## src/rtl/dds_sweep_ctrl.sv

```systemverilog
// Frequency-sweep controller driving the tuning word M of a DDS phase-accumulator core.
// Steps M from a start word to a stop word with a programmable dwell, single-shot or continuous.
module dds_sweep_ctrl #(
    parameter int W       = 12,
    parameter int DWELL_W = 16
) (
    input  logic               clk_i,
    input  logic               rst_ni,
    input  logic               start_i,
    input  logic               abort_i,
    input  logic               mode_i,
    input  logic [W-1:0]       m_start_i,
    input  logic [W-1:0]       m_stop_i,
    input  logic [W-1:0]       m_step_i,
    input  logic [DWELL_W-1:0] dwell_i,
    output logic [W-1:0]       m_out_o,
    output logic               busy_o,
    output logic               done_o,
    output logic               wrap_o
);

    localparam logic [1:0] ST_IDLE = 2'd0;
    localparam logic [1:0] ST_RUN  = 2'd1;
    localparam logic [1:0] ST_DONE = 2'd2;

    logic [1:0]         state_q, state_d;
    logic [W-1:0]       m_q, m_d;
    logic               mode_q, mode_d;
    logic               up_q, up_d;
    logic [W-1:0]       start_q, start_d;
    logic [W-1:0]       stop_q, stop_d;
    logic [W-1:0]       step_q, step_d;
    logic [DWELL_W-1:0] reload_q, reload_d;
    logic [DWELL_W-1:0] cnt_q, cnt_d;
    logic               busy_q, busy_d;
    logic               done_q, done_d;
    logic               wrap_q, wrap_d;

    logic [W:0]         sum_w;
    logic [W:0]         diff_w;
    logic [W-1:0]       next_word;
    logic               sweep_end;
    logic [DWELL_W-1:0] dwell_reload;

    // Dwell counter counts down from max(dwell,1)-1, so a dwell of 0 behaves as 1.
    always_comb begin
        dwell_reload = (dwell_i == '0) ? '0 : dwell_i - DWELL_W'(1);
    end

    // Next word is formed one bit wider so over/underflow saturates to the stop word instead of wrapping.
    always_comb begin
        sum_w  = {1'b0, m_q} + {1'b0, step_q};
        diff_w = {1'b0, m_q} - {1'b0, step_q};
        if (up_q) begin
            next_word = (sum_w >= {1'b0, stop_q}) ? stop_q : sum_w[W-1:0];
        end else begin
            next_word = (diff_w[W] || (diff_w[W-1:0] <= stop_q)) ? stop_q : diff_w[W-1:0];
        end
        sweep_end = (m_q == stop_q) || (step_q == '0);
    end

    always_comb begin
        state_d  = state_q;
        m_d      = m_q;
        mode_d   = mode_q;
        up_d     = up_q;
        start_d  = start_q;
        stop_d   = stop_q;
        step_d   = step_q;
        reload_d = reload_q;
        cnt_d    = cnt_q;
        busy_d   = busy_q;
        done_d   = 1'b0;
        wrap_d   = 1'b0;

        case (state_q)
            ST_IDLE: begin
                busy_d = 1'b0;
                if (start_i && !abort_i) begin
                    state_d  = ST_RUN;
                    mode_d   = mode_i;
                    start_d  = m_start_i;
                    stop_d   = m_stop_i;
                    step_d   = m_step_i;
                    reload_d = dwell_reload;
                    up_d     = (m_stop_i >= m_start_i);
                    cnt_d    = dwell_reload;
                    m_d      = m_start_i;
                    busy_d   = 1'b1;
                end
            end
            ST_RUN: begin
                if (abort_i) begin
                    state_d = ST_IDLE;
                    m_d     = '0;
                    busy_d  = 1'b0;
                end else if (cnt_q != '0) begin
                    cnt_d = cnt_q - DWELL_W'(1);
                end else if (sweep_end) begin
                    if (mode_q) begin
                        m_d    = start_q;
                        wrap_d = 1'b1;
                        cnt_d  = reload_q;
                    end else begin
                        state_d = ST_DONE;
                        done_d  = 1'b1;
                        busy_d  = 1'b0;
                    end
                end else begin
                    m_d   = next_word;
                    cnt_d = reload_q;
                end
            end
            ST_DONE: begin
                state_d = ST_IDLE;
                busy_d  = 1'b0;
                if (abort_i) begin
                    m_d = '0;
                end
            end
            default: begin
                state_d = ST_IDLE;
                busy_d  = 1'b0;
            end
        endcase
    end

    always_ff @(posedge clk_i or negedge rst_ni) begin
        if (!rst_ni) begin
            state_q  <= ST_IDLE;
            m_q      <= '0;
            mode_q   <= 1'b0;
            up_q     <= 1'b0;
            start_q  <= '0;
            stop_q   <= '0;
            step_q   <= '0;
            reload_q <= '0;
            cnt_q    <= '0;
            busy_q   <= 1'b0;
            done_q   <= 1'b0;
            wrap_q   <= 1'b0;
        end else begin
            state_q  <= state_d;
            m_q      <= m_d;
            mode_q   <= mode_d;
            up_q     <= up_d;
            start_q  <= start_d;
            stop_q   <= stop_d;
            step_q   <= step_d;
            reload_q <= reload_d;
            cnt_q    <= cnt_d;
            busy_q   <= busy_d;
            done_q   <= done_d;
            wrap_q   <= wrap_d;
        end
    end

    assign m_out_o = m_q;
    assign busy_o  = busy_q;
    assign done_o  = done_q;
    assign wrap_o  = wrap_q;

endmodule
```

## config.mk

```make
export PLATFORM = sky130hd
export DESIGN_NAME = dds_sweep_ctrl
export DESIGN_NICKNAME = d
export VERILOG_FILES = /design/src/rtl/dds_sweep_ctrl.sv
export SDC_FILE = /design/constraint.sdc
export NUM_CORES = 1
export LEC_CHECK = 0
export CAP_MARGIN = 15
export CORE_ASPECT_RATIO = 0.8
export CORE_MARGIN = 2
export CORE_UTILIZATION = 37
export CTS_BUF_LIST = sky130_fd_sc_hd__clkbuf_8
export CTS_CLUSTER_DIAMETER = 200
export DETAILED_ROUTE_END_ITERATION = 8
export PLACE_DENSITY = 0.63
export SLEW_MARGIN = 30
export SYNTH_ARGS = -nofsm -noshare
export SYNTH_HDL_FRONTEND = slang
export SYNTH_SLANG_ARGS = --single-unit
```

## constraint.sdc

```tcl
create_clock -name clk_i -period 4.9 [get_ports clk_i]
set_input_delay 0.98 -clock clk_i [delete_from_list [all_inputs] [get_ports clk_i]]
set_output_delay 0.98 -clock clk_i [all_outputs]
set_load 0.1 [all_outputs]
```

# [After elaboration in Yosys (flattened, before gate mapping)]
# Cells that the tools add are included.
# W data, S select, Z words.
[classes] addsub=4 order_cmp=3 eq_ne=11 muxes=39 n_reduce_logical=15
[op_table] op="$mux W12" count=9
[op_table] op="$mux W16" count=6
[op_table] op="$pmux W12 S3" count=1
[op_table] op="$pmux W16 S2" count=1
[op_table] op="$sub A16 B1 Y16 const B" count=2
[op_table] op="$logic_not A16 Y1" count=1
[op_table] op="$reduce_bool A16 Y1" count=1
[op_table] op="$mux W1" count=15
[op_table] op="$add A12 B12 Y13" count=1
[op_table] op="$ge A13 B12 Y1" count=1
[op_table] op="$sub A12 B12 Y13" count=1
[op_table] op="$eq A12 B12 Y1" count=1
[op_table] op="$ge A12 B12 Y1" count=1
[op_table] op="$le A12 B12 Y1" count=1
[op_table] op="$logic_not A12 Y1" count=1
[op_table] op="$mux W2" count=5
[op_table] op="$ne A3 B3 Y1 const B" count=3
[op_table] op="$ne A4 B4 Y1 const B" count=2
[op_table] op="$reduce_and A4 Y1" count=2
[op_table] op="$ne A2 B2 Y1 const B" count=3
[op_table] op="$reduce_and A5 Y1" count=1
[op_table] op="$pmux W2 S2" count=1
[op_table] op="$reduce_and A3 Y1" count=1
[op_table] op="$reduce_bool A3 Y1" count=1
[op_table] op="9 further kinds" count=10
[word_totals] reg_bits=87 elab_cells=84

# [Longest topological paths before layout]
# Gate-level depths: netlist (run 1).
[logic_depth] ltp_word=9 ltp_mapped=18 ltp_nobuf=18

# [Least setup slack after synthesis (run 1)]
# No wires, ideal clock.
[synth_path] path_type="reg2reg" from="register m_q[2] (netlist: m_out_o[2])" to="register m_q[3] (netlist: m_out_o[3])" setup_time_ns=0.124 arrival_ns=4.656 setup_slack_ns=0.120 path_stages_with_launch=18 n_path_buf=1 period_less_slack_ns=4.780 cell_sequence="dfrtp_1 ha_1 clkbuf_1 nor2b_1 o31a_1 o41ai_1 o21bai_1 mux2i_1 o2111ai_1 ha_1 nand2_1 o21ai_0 a2111oi_0 a211o_1 nor3_1 nor2_2 a221oi_1 o31a_1"
[synth_via] elab_chain_len=9 elab_cells_between_ends=16 classes_between="add/sub (2); order compare (2); eq/ne (2); mux (7); reduce/logical (3)"
[synth_rtl] element="from (decl)" line="27" text="logic [W-1:0] m_q, m_d;"
[synth_rtl] element="from (signal assigned)" line="144" text="m_q <= m_d;"
[synth_rtl] element="$sub A12 B12 Y13" line="53" text="diff_w = {1'b0, m_q} - {1'b0, step_q};"
[synth_rtl] element="$le A12 B12 Y1" line="57" text="next_word = (diff_w[W] || (diff_w[W-1:0] <= stop_q)) ? stop_q : diff_w[W-1:0];"
[synth_rtl] element="$logic_or A1 B1 Y1" line="57"
[synth_rtl] element="$mux W12" line="57"
[synth_rtl] element="$mux W12" line="54" text="if (up_q) begin"
[synth_rtl] element="$mux W12" line="99" text="end else if (sweep_end) begin"
[synth_rtl] element="$mux W12" line="97" text="end else if (cnt_q != '0) begin"
[synth_rtl] element="$mux W12" line="93" text="if (abort_i) begin"
[synth_rtl] element="$pmux W12 S3" line="76" text="case (state_q)"
# Several ways; a longest one is shown, not always the timed one. The select of a mux whose other input is x is not followed.
# A chain may end at the register's enable or synchronous reset.

# [Worst setup path in the final report (run 1)]
[layout_path] from="register m_q[0] (netlist: m_out_o[0])" to="register m_q[8] (netlist: m_out_o[8])"
# Same word-level chain as after synthesis.

==> impl_metrics.ini, run 1 <==
[layout]
fillCellCount = 1890
area_delta_synth_final_pct = 17.8
nets = 1008
multiInputGateArea_mm2 = 0.00443
register_area_mm2 = 0.00218
n_antenna_cell = 0
drive_gt1_share_pct = 8.46

[sta]
fin_crit_ns = 4.53
setup_tns_ns = 0
hold_viol_final = 0
drv_slew = 0
tightestPinTransition_ns = 0.986
post-route-period-util_pct = 92.4
slew_headroom_pct = 34.1
finalWorstSetupSlack_ns = 0.375
fin_worst_skew_ns = 0.0212
fmax_mhz = 221
rsz0062_at_grt = no
finalSetupViolCount = 0

[synthesis]
ys_async_sr_fraction_pct = 100
ys_seq_elements = 87
postSynthAreaPerCell_um2 = 8.44
synth_nets = 951
synth-edff-count = 0
synth.distinct_cells = 65
seq_area_frac_synth_pct = 31.3
ys.flop_type = dfrtp_1
syn-cell-area_mm2 = 0.00696
syn_inst = 825
yosysWarnings = 0

[cts]
cts_made_buffers = 9
clkSlewWorstSetupHoldPaths_ns = 0.11
post-cts-setup-buffers = 0
cts_root_buf = clkbuf_8
h-tree-depth = 3
clkLatencyLatePin_ns = 0.40
cts_hold_buf = 0
clock-sinks = 87
cts_tree = built
clockBufferDepth = 2

[critical_path]
crit_fanout = 6
worstSetupPathType = flip-flop to flip-flop
crit_required_ns = 5.19
crit_arrival_ns = 4.82
crit_slowest_cell = dfrtp_1
setup.worst_path.end_class = flip-flop
cpPeakStageDelay_ns = 0.44
worst_setup_path_start_kind = flip-flop
crit_chain = inv_1 -> ha_1 -> fa_1 -> nor2b_1 -> o31a_1 -> o41ai_1 -> o21bai_1 -> mux2i_1 -> o2111ai_1 -> ha_1 -> nand2_1 -> o21ai_0 -> a2111oi_2 -> a211o_1 -> nor2_2 -> a21oi_1 -> o221ai_1 -> a221o_1
path_common_cell = ha_1

[global_route]
grt_use_total_pct = 20.0
antenna_found_initial = 0
grt_max_degree = 87
grt_pass1_vias = 5518
grt_pass1_wl_mm = 31.0
grt-ovfl-total = 0

[power]
ir_worst_vdd_uv = 326
power_density_mw_per_mm2 = 796
leakage_nw = 3.50

[floorplan]
dieHeight_um = 127
coreArea_mm2 = 0.0183
die_w_um = 157
dieArea_mm2 = 0.0199
start_util_pct = 38.1
ios = 72
rows = 44

[detailed_routing]
drt_first_iter_violations = 552
routed_via_density = 5.33
drtAntennaViolNets = 0
wl_per_cell_um = 17.0
dr.pass1.iters = 5
vias = 6073
wl_mm = 19.3
drc = 0

[worst_hold_path]
hp-class = flip-flop to flip-flop

[placed_design]
place_congestion = 0.964
io_buffers = 71
hpwl_mm = 14.9
dp_slack_ns = 0.189

[outcome]
status = completed

[job]
drv_cap = 0
[path summary, 6_finish.rpt]
path | start | depth (start not counted) | end | slack, ns
max | m_out_o[0]$_DFFE_PN0P_ | 18 | m_out_o[8]$_DFFE_PN0P_ | 0.37
min reg2reg | reload_q[7]$_DFFE_PN0P_ | 2 | reload_q[7]$_DFFE_PN0P_ | 0.49
min in group asynchronous | rst_ni | 1 | step_q[9]$_DFFE_PN0P_ | 0.58
max in group asynchronous | rst_ni | 2 | reload_q[13]$_DFFE_PN0P_ | 3.57
min | reload_q[7]$_DFFE_PN0P_ | 2 | reload_q[7]$_DFFE_PN0P_ | 0.49
max reg2reg | m_out_o[0]$_DFFE_PN0P_ | 18 | m_out_o[8]$_DFFE_PN0P_ | 0.37
[synth_stat cells, types with 7 or more instances]
master,instances,area share [%]
nand2_1,95,5.1
dfrtp_1,87,31
o21ai_0,70,5.0
ha_1,67,12
inv_1,60,3.2
nor2_1,52,2.8
a21oi_1,49,3.5
nor3_1,39,2.8
xnor2_1,33,4.2
clkbuf_1,27,1.5
mux2_2,27,4.4
xor2_1,16,2.0
nand3_1,14,1.0
o31ai_1,14,1.5
nor4_1,11,0.99
nor2b_1,10,0.90
nand2b_1,9,0.81
a31oi_1,8,0.72
o31a_1,8,1.0
and3_1,7,0.63
nand4_1,7,0.63
nor3b_1,7,0.75
o211ai_1,7,0.75
[power by group]
| group | internal, mW | leakage (nW) | total [mW] | switching, mW |
|---|---|---|---|---|
| combinational | 1.82 | 2.32 | 4.56 | 2.74 |
| clock | 0.254 | 0.112 | 0.584 | 0.331 |
| sequential | 1.02 | 1.07 | 1.39 | 0.363 |
[routing by layer]
metal / part of all wire (%) / vias up / track usage (%)
met5: 0 / - / 0
met4: 1.1 / 0 / 4.17
met3: 7.2 / 14 / 4.03
met2: 37 / 173 / 25.3
met1: 55 / 2829 / 33.8
li1: - / 3057 / -
[placed cells by master, fill, tap and decap left out, types with 13 or more instances in the layout]
master           count
ha_1                67
dfrtp_1             87
mux2_2              27
nand2_1             95
clkdlybuf4s50_1     70
xor2_1              16
nor3_1              38
a21oi_1             49
inv_1               60
o21ai_0             70
nor2_1              51
o31ai_1             14
xnor2_1             33
nand3_1             13
[per-stage QoR]
| step | util, % | hold WS, ns | total power, mW | area, um^2 | std cells |
|---|---|---|---|---|---|
| finish | 44.9 | 0.489 | 6.53 | 8200 | 1140 |
| detailed placement | 43.4 | 0.467 | 5.80 | 7930 | 1123 |
| CTS | 44.6 | 0.494 | 6.41 | 8150 | 1139 |
| floorplan | - | 0.445 | 4.62 | 6960 | 825 |
| global route | 44.9 | 0.517 | 7.14 | 8200 | 1140 |
| global placement | 43.4 | 0.462 | 5.76 | 7930 | 1123 |
[state kept, by name (all words and copies together), names as in the netlist]
| register | flops |
|---|---|
| stop_q | 12 |
| step_q | 12 |
| cnt_q | 16 |
| busy_o | 1 |
| wrap_o | 1 |
| reload_q | 16 |
| up_q | 1 |
| mode_q | 1 |
| state_q | 2 |
| m_out_o | 12 |
| start_q | 12 |
| done_o | 1 |
[worst max-delay path: cells and delay by family, from the launching register on]
family / cells / cell delay [ns]
multiplexers: 1 / 0.24
AO/OA/AOI/OAI: 10 / 2.30
flip-flops: 1 / 0.44
buffers and inverters: 1 / 0.07
adder cells (fa/ha/maj): 3 / 0.97
AND/OR/NAND/NOR: 3 / 0.39
[layout make-up]
cell class	instances	share of cell area, %
repair buffers	84	10.0
inverters	60	2.75
clock buffers	9	1.51
well taps	253	3.86
multi-input cells	640	54.1
flip-flops and latches	87	26.6
clock inverters	7	1.22
[logic make-up (layout without fill, tap and decap cells)]
kind of cell | after synthesis | count (layout) | synth area share, %
flip-flops | 87 | 87 | 31.3
multiplexers | 35 | 35 | 5.55
buffers and inverters | 98 | 160 | 5.57
XOR/XNOR | 49 | 49 | 6.16
AND/OR/NAND/NOR | 270 | 270 | 18.9
AO/OA/AOI/OAI | 217 | 217 | 19.9
adder cells (fa/ha/maj) | 69 | 69 | 12.6
[repair_timing]
action                                  4_1_cts  5_1_grt
endpoints found under the setup margin        0       12
resized for setup                             0        6
endpoints found under the hold margin         0        0
Power figures use the tool's default switching activity.
==> inputs of run 2 (changes only) <==
CORE_MARGIN = not set   (was 2)
==> impl_metrics.ini, run 2 (same netlist as run 1, synthesis figures left out) <==
[layout]
area_delta_synth_final_pct = 17.1
nets = 1007
fin_util_pct = 44.6
final_cell_mix = 95 x nand2_1, 87 x dfrtp_1, 70 x clkdlybuf4s50_1
top_regs = cnt_q (16), reload_q (16)
final_common_cell = nand2_1
drive_gt1_share_pct = 8.35
n_antenna_cell = 0
finalNonFillerCells = 1139

[critical_path]
crit_slowest_cell = dfrtp_1
crit_arrival_ns = 4.80
crit_fanout = 8
crit_required_ns = 5.18
worst_setup_path_start_kind = flip-flop
worstSetupPathType = flip-flop to flip-flop
cpLargestDelayFamily = compound AO/OA/AOI/OAI gates
crit_chain = ha_1 -> inv_1 -> fa_1 -> o21ba_2 -> o2111ai_1 -> xnor2_1 -> ha_1 -> and3_1 -> o21ai_0 -> nor4b_1 -> buf_4 -> o2111ai_1 -> and3_1 -> nor2_4 -> buf_4 -> a221oi_1 -> a21oi_1
cpPeakStageDelay_ns = 0.46
setup.worst_path.end_class = flip-flop
crit_buf_inv = 3

[detailed_routing]
routed-wl-met3_mm = 1.09
drc = 0
vias = 6130
wl_mm = 19.1
wl_per_cell_um = 16.8
drtAntennaViolNets = 0
wirelength_met1_mm = 10.7
routed_via_density = 5.38
wl_met2_mm = 7.13
dr.pass1.iters = 5
top_layer = met4
drt_first_iter_violations = 454

[floorplan]
rows = 44
coreArea_mm2 = 0.0183
dieArea_mm2 = 0.0194
ios = 72
dieHeight_um = 125
start_util_pct = 38.1
die_w_um = 155

[sta]
finalWorstSetupSlack_ns = 0.379
fin_worst_skew_ns = 0.0180
finalSetupViolCount = 0
fin_crit_ns = 4.52
post-route-period-util_pct = 92.3
rsz0062_at_grt = no
drv_slew = 0
setup_tns_ns = 0
hold_viol_final = 0
slew_headroom_pct = 32.2
tightestPinTransition_ns = 1.01
fmax_mhz = 221

[global_route]
grt_pass1_vias = 5622
antenna_found_initial = 0
grt-ovfl-total = 0
grt_use_total_pct = 20.7
grt_max_degree = 87
grt_pass1_wl_mm = 31.2

[power]
leakage_nw = 3.47
power_density_mw_per_mm2 = 791
swShare_pct = 52.7
p_sw_mw = 3.40
pwr-share-clk_pct = 8.0
pwr-share-seq_pct = 21.6
p_comb_share_pct = 70.4
internal-power_mw = 3.05
ir_worst_vdd_uv = 288

[cts]
clockBufferDepth = 2
cts_root_buf = clkbuf_8
h-tree-depth = 3
cts_hold_buf = 0
clkSlewWorstSetupHoldPaths_ns = 0.10
clkLatencyLatePin_ns = 0.39
clock-sinks = 87
cts_tree = built
cts_made_buffers = 9

[placed_design]
io_buffers = 71
placed_cells = 1121
place_congestion = 0.950
dp_slack_ns = 0.155
hpwl_mm = 14.8

[outcome]
status = completed

[worst_hold_path]
hp-class = flip-flop to flip-flop

[job]
drv_cap = 0
## run 2: what timing repair did
| action | in CTS | in global routing |
|---|---|---|
| resized for setup | 0 | 7 |
| setup endpoints to repair | 0 | 12 |
| setup buffers | 0 | 1 |
## run 2: worst paths after layout
check / to / slack [ns] / from / cells past startpoint
max in group asynchronous: busy_o$_DFFE_PN0P_ / 3.54 / rst_ni / 2
min reg2reg: busy_o$_DFFE_PN0P_ / 0.49 / busy_o$_DFFE_PN0P_ / 2
max reg2reg: m_out_o[11]$_DFFE_PN0P_ / 0.38 / m_out_o[0]$_DFFE_PN0P_ / 17
min in group asynchronous: step_q[10]$_DFFE_PN0P_ / 0.57 / rst_ni / 1
min: busy_o$_DFFE_PN0P_ / 0.49 / busy_o$_DFFE_PN0P_ / 2
max: m_out_o[11]$_DFFE_PN0P_ / 0.38 / m_out_o[0]$_DFFE_PN0P_ / 17
## run 2: power groups by stage
stage | sequential, mW | clock, mW | combinational, mW
after floorplan | 1.62 | 0 | 3.00
after global placement | 1.40 | 0 | 4.33
final | 1.39 | 0.516 | 4.54
after CTS | 1.39 | 0.535 | 4.38
after detailed placement | 1.40 | 0 | 4.36
after global routing | 1.45 | 0.557 | 4.97
## run 2: tightest hold or removal path: stages (launching register included)
cell	delay, ns
dfrtp_1	0.35
nand2_1	0.04
o21ai_0	0.06
## run 2: cell type report
type,count,area (um^2)
clock buffers,10,138
clock inverters,6,50.0
fillers,1869,10100
inverters,60,225
multi-input cells,640,4430
flip-flops and latches,87,2180
well taps,253,317
repair buffers,83,815
## run 2: through the flow
step / hold WS (ns) / instance area [um^2] / power [mW]
5_1_grt: 0.515 / 8160 / 6.97
3_3_place_gp: 0.458 / 7910 / 5.72
3_5_place_dp: 0.466 / 7910 / 5.76
6_report: 0.486 / 8160 / 6.45
2_1_floorplan: 0.445 / 6960 / 4.62
4_1_cts: 0.485 / 8100 / 6.30
## run 2: metal layers
layer	up-vias	track usage [%]
met2	160	26.8
met1	2891	34.6
li1	3067	-
met3	12	3.44
met5	-	0
met4	0	4.15
==> inputs of run 3 (changes only) <==
SLEW_MARGIN = not set   (was 30)
==> impl_metrics.ini, run 3 (same netlist as run 1, synthesis figures left out) <==
[placed_design]
place_congestion = 0.950
placed_cells = 1121
dp_slack_ns = 0.155
hpwl_mm = 14.8
io_buffers = 71

[critical_path]
crit-reg2reg-launch = m_out_o[0]$_DFFE_PN0P_
crit_fanout = 8
cpPeakStageDelay_ns = 0.46
r2r_end = m_out_o[11]$_DFFE_PN0P_
crit_required_ns = 5.18
worst_setup_path_start_kind = flip-flop
crit_slowest_cell = dfrtp_1
setup.worst_path.end_class = flip-flop
crit_chain = ha_1 -> inv_1 -> fa_1 -> o21ba_2 -> o2111ai_1 -> xnor2_1 -> ha_1 -> and3_1 -> o21ai_0 -> o21ai_0 -> o2111ai_1 -> and3_1 -> nor2_4 -> buf_4 -> a221oi_1 -> a21oi_1
crit_arrival_ns = 4.83
reg2reg_slack_ns = 0.35
ff2ff_path_depth = 16
worstSetupPathType = flip-flop to flip-flop

[cts]
h-tree-depth = 3
clkLatencyLatePin_ns = 0.39
cts_tree = built
cts_made_buffers = 9
clock-sinks = 87
clkSlewWorstSetupHoldPaths_ns = 0.10
cts_root_buf = clkbuf_8
clockBufferDepth = 2

[sta]
fin_worst_skew_ns = 0.0181
tightestPinTransition_ns = 1.01
fin_crit_ns = 4.55
slew_headroom_pct = 32.2
post-route-period-util_pct = 92.8
setup_tns_ns = 0
rsz0062_at_grt = no
fmax_mhz = 220
drv_slew = 0
hold_viol_final = 0
finalWorstSetupSlack_ns = 0.354
finalSetupViolCount = 0

[detailed_routing]
wl_mm = 19.0
wl_per_cell_um = 16.7
drt_first_iter_violations = 492
dr.pass1.iters = 5
routed_via_density = 5.38
drtAntennaViolNets = 0
drc = 0
vias = 6128

[power]
ir_worst_vdd_uv = 288
leakage_nw = 3.46
power_density_mw_per_mm2 = 793

[worst_hold_path]
hp-class = flip-flop to flip-flop
holdPathEnd = busy_o$_DFFE_PN0P_
whs_path_depth = 2
worstHoldStart = busy_o$_DFFE_PN0P_

[floorplan]
dieHeight_um = 125
start_util_pct = 38.1
ios = 72
coreArea_mm2 = 0.0183
die_w_um = 155
rows = 44
dieArea_mm2 = 0.0194

[layout]
drive_gt1_share_pct = 8.25
multiInputGateArea_mm2 = 0.00443
register_area_mm2 = 0.00218
finalNonFillerCells = 1138
top_regs = cnt_q (16), reload_q (16)
final_common_cell = nand2_1
area_delta_synth_final_pct = 16.8
fillCellCount = 1873
final_cell_mix = 95 x nand2_1, 87 x dfrtp_1, 70 x clkdlybuf4s50_1
n_antenna_cell = 0
nets = 1006

[job]
drv_cap = 0

[global_route]
grt-ovfl-total = 0
grt_max_degree = 87
antenna_found_initial = 0
grt_use_total_pct = 20.7
grt_pass1_wl_mm = 31.2
grt_pass1_vias = 5622

[outcome]
status = completed
==> run 3: cell count changes in the layout (fill, tap and decap cells not counted), sizes merged <==
cell  previous run  this run
buf             13        12
==> run 3: worst max path at each step <==
| stage | startpoint | end | slack [ns] | cells after the start |
|---|---|---|---|---|
| after floorplan | m_out_o[2]$_DFFE_PN0P_ | m_out_o[3]$_DFFE_PN0P_ | 0.12 | 17 |
| after global placement | m_out_o[0]$_DFFE_PN0P_ | m_out_o[6]$_DFFE_PN0P_ | 0.35 | 18 |
| after detailed placement | m_out_o[0]$_DFFE_PN0P_ | m_out_o[6]$_DFFE_PN0P_ | 0.15 | 18 |
| after CTS | m_out_o[0]$_DFFE_PN0P_ | m_out_o[6]$_DFFE_PN0P_ | 0.12 | 18 |
| after global routing | m_out_o[0]$_DFFE_PN0P_ | m_out_o[6]$_DFFE_PN0P_ | 0.04 | 18 |
| final | m_out_o[0]$_DFFE_PN0P_ | m_out_o[11]$_DFFE_PN0P_ | 0.35 | 16 |
==> run 3: worst max-delay path, delay by kind of cell (launching register included) <==
kind                       cells  cell delay (ns)
buffers and inverters          2             0.20
and+or+nand+nor                3             0.69
adders and majority gates      3             0.90
xor gates and xnor gates       1             0.22
AOI/OAI and AO/OA              7             1.98
DFF                            1             0.46
==> run 3: per-stage QoR <==
stage / power [mW] / area (um^2) / hold slack (ns) / utilization [%]
CTS: 6.30 / 8100 / 0.485 / 44.3
finish: 6.44 / 8130 / 0.486 / 44.5
global placement: 5.72 / 7910 / 0.458 / 43.3
global route: 6.97 / 8130 / 0.515 / 44.5
detailed placement: 5.76 / 7910 / 0.466 / 43.3
floorplan: 4.62 / 6960 / 0.445 / -
==> run 3: cell type report <==
| cell class | instances | share of cell area [%] |
|---|---|---|
| sequential | 87 | 26.8 |
| timing repair buffer | 82 | 9.72 |
| clock buffer | 10 | 1.69 |
| tap | 253 | 3.89 |
| multi-input combinational | 640 | 54.5 |
| clock inverter | 6 | 0.615 |
| inverter | 60 | 2.77 |
==> run 3: what timing repair did <==
action,4_1_cts,5_1_grt
endpoints found under the setup margin,0,12
hold buffers,0,0
gates resized for setup,0,7
setup buffers,0,1
hold endpoints to repair,0,0
==> run 3: per-layer routing <==
metal	vias up	track usage, %	wire [um]	part of all wire (%)
met3	14	3.44	1210	6.3
met4	0	4.15	168	0.88
met5	-	0	0	0
met2	176	26.8	7140	37
li1	3064	-	-	-
met1	2874	34.6	10500	55
==> run 3: power breakdown <==
part	leakage [nW]	internal, mW	total (mW)	switching (mW)
clock network	0.0952	0.206	0.516	0.310
registers	1.07	1.03	1.40	0.370
logic	2.30	1.82	4.53	2.72
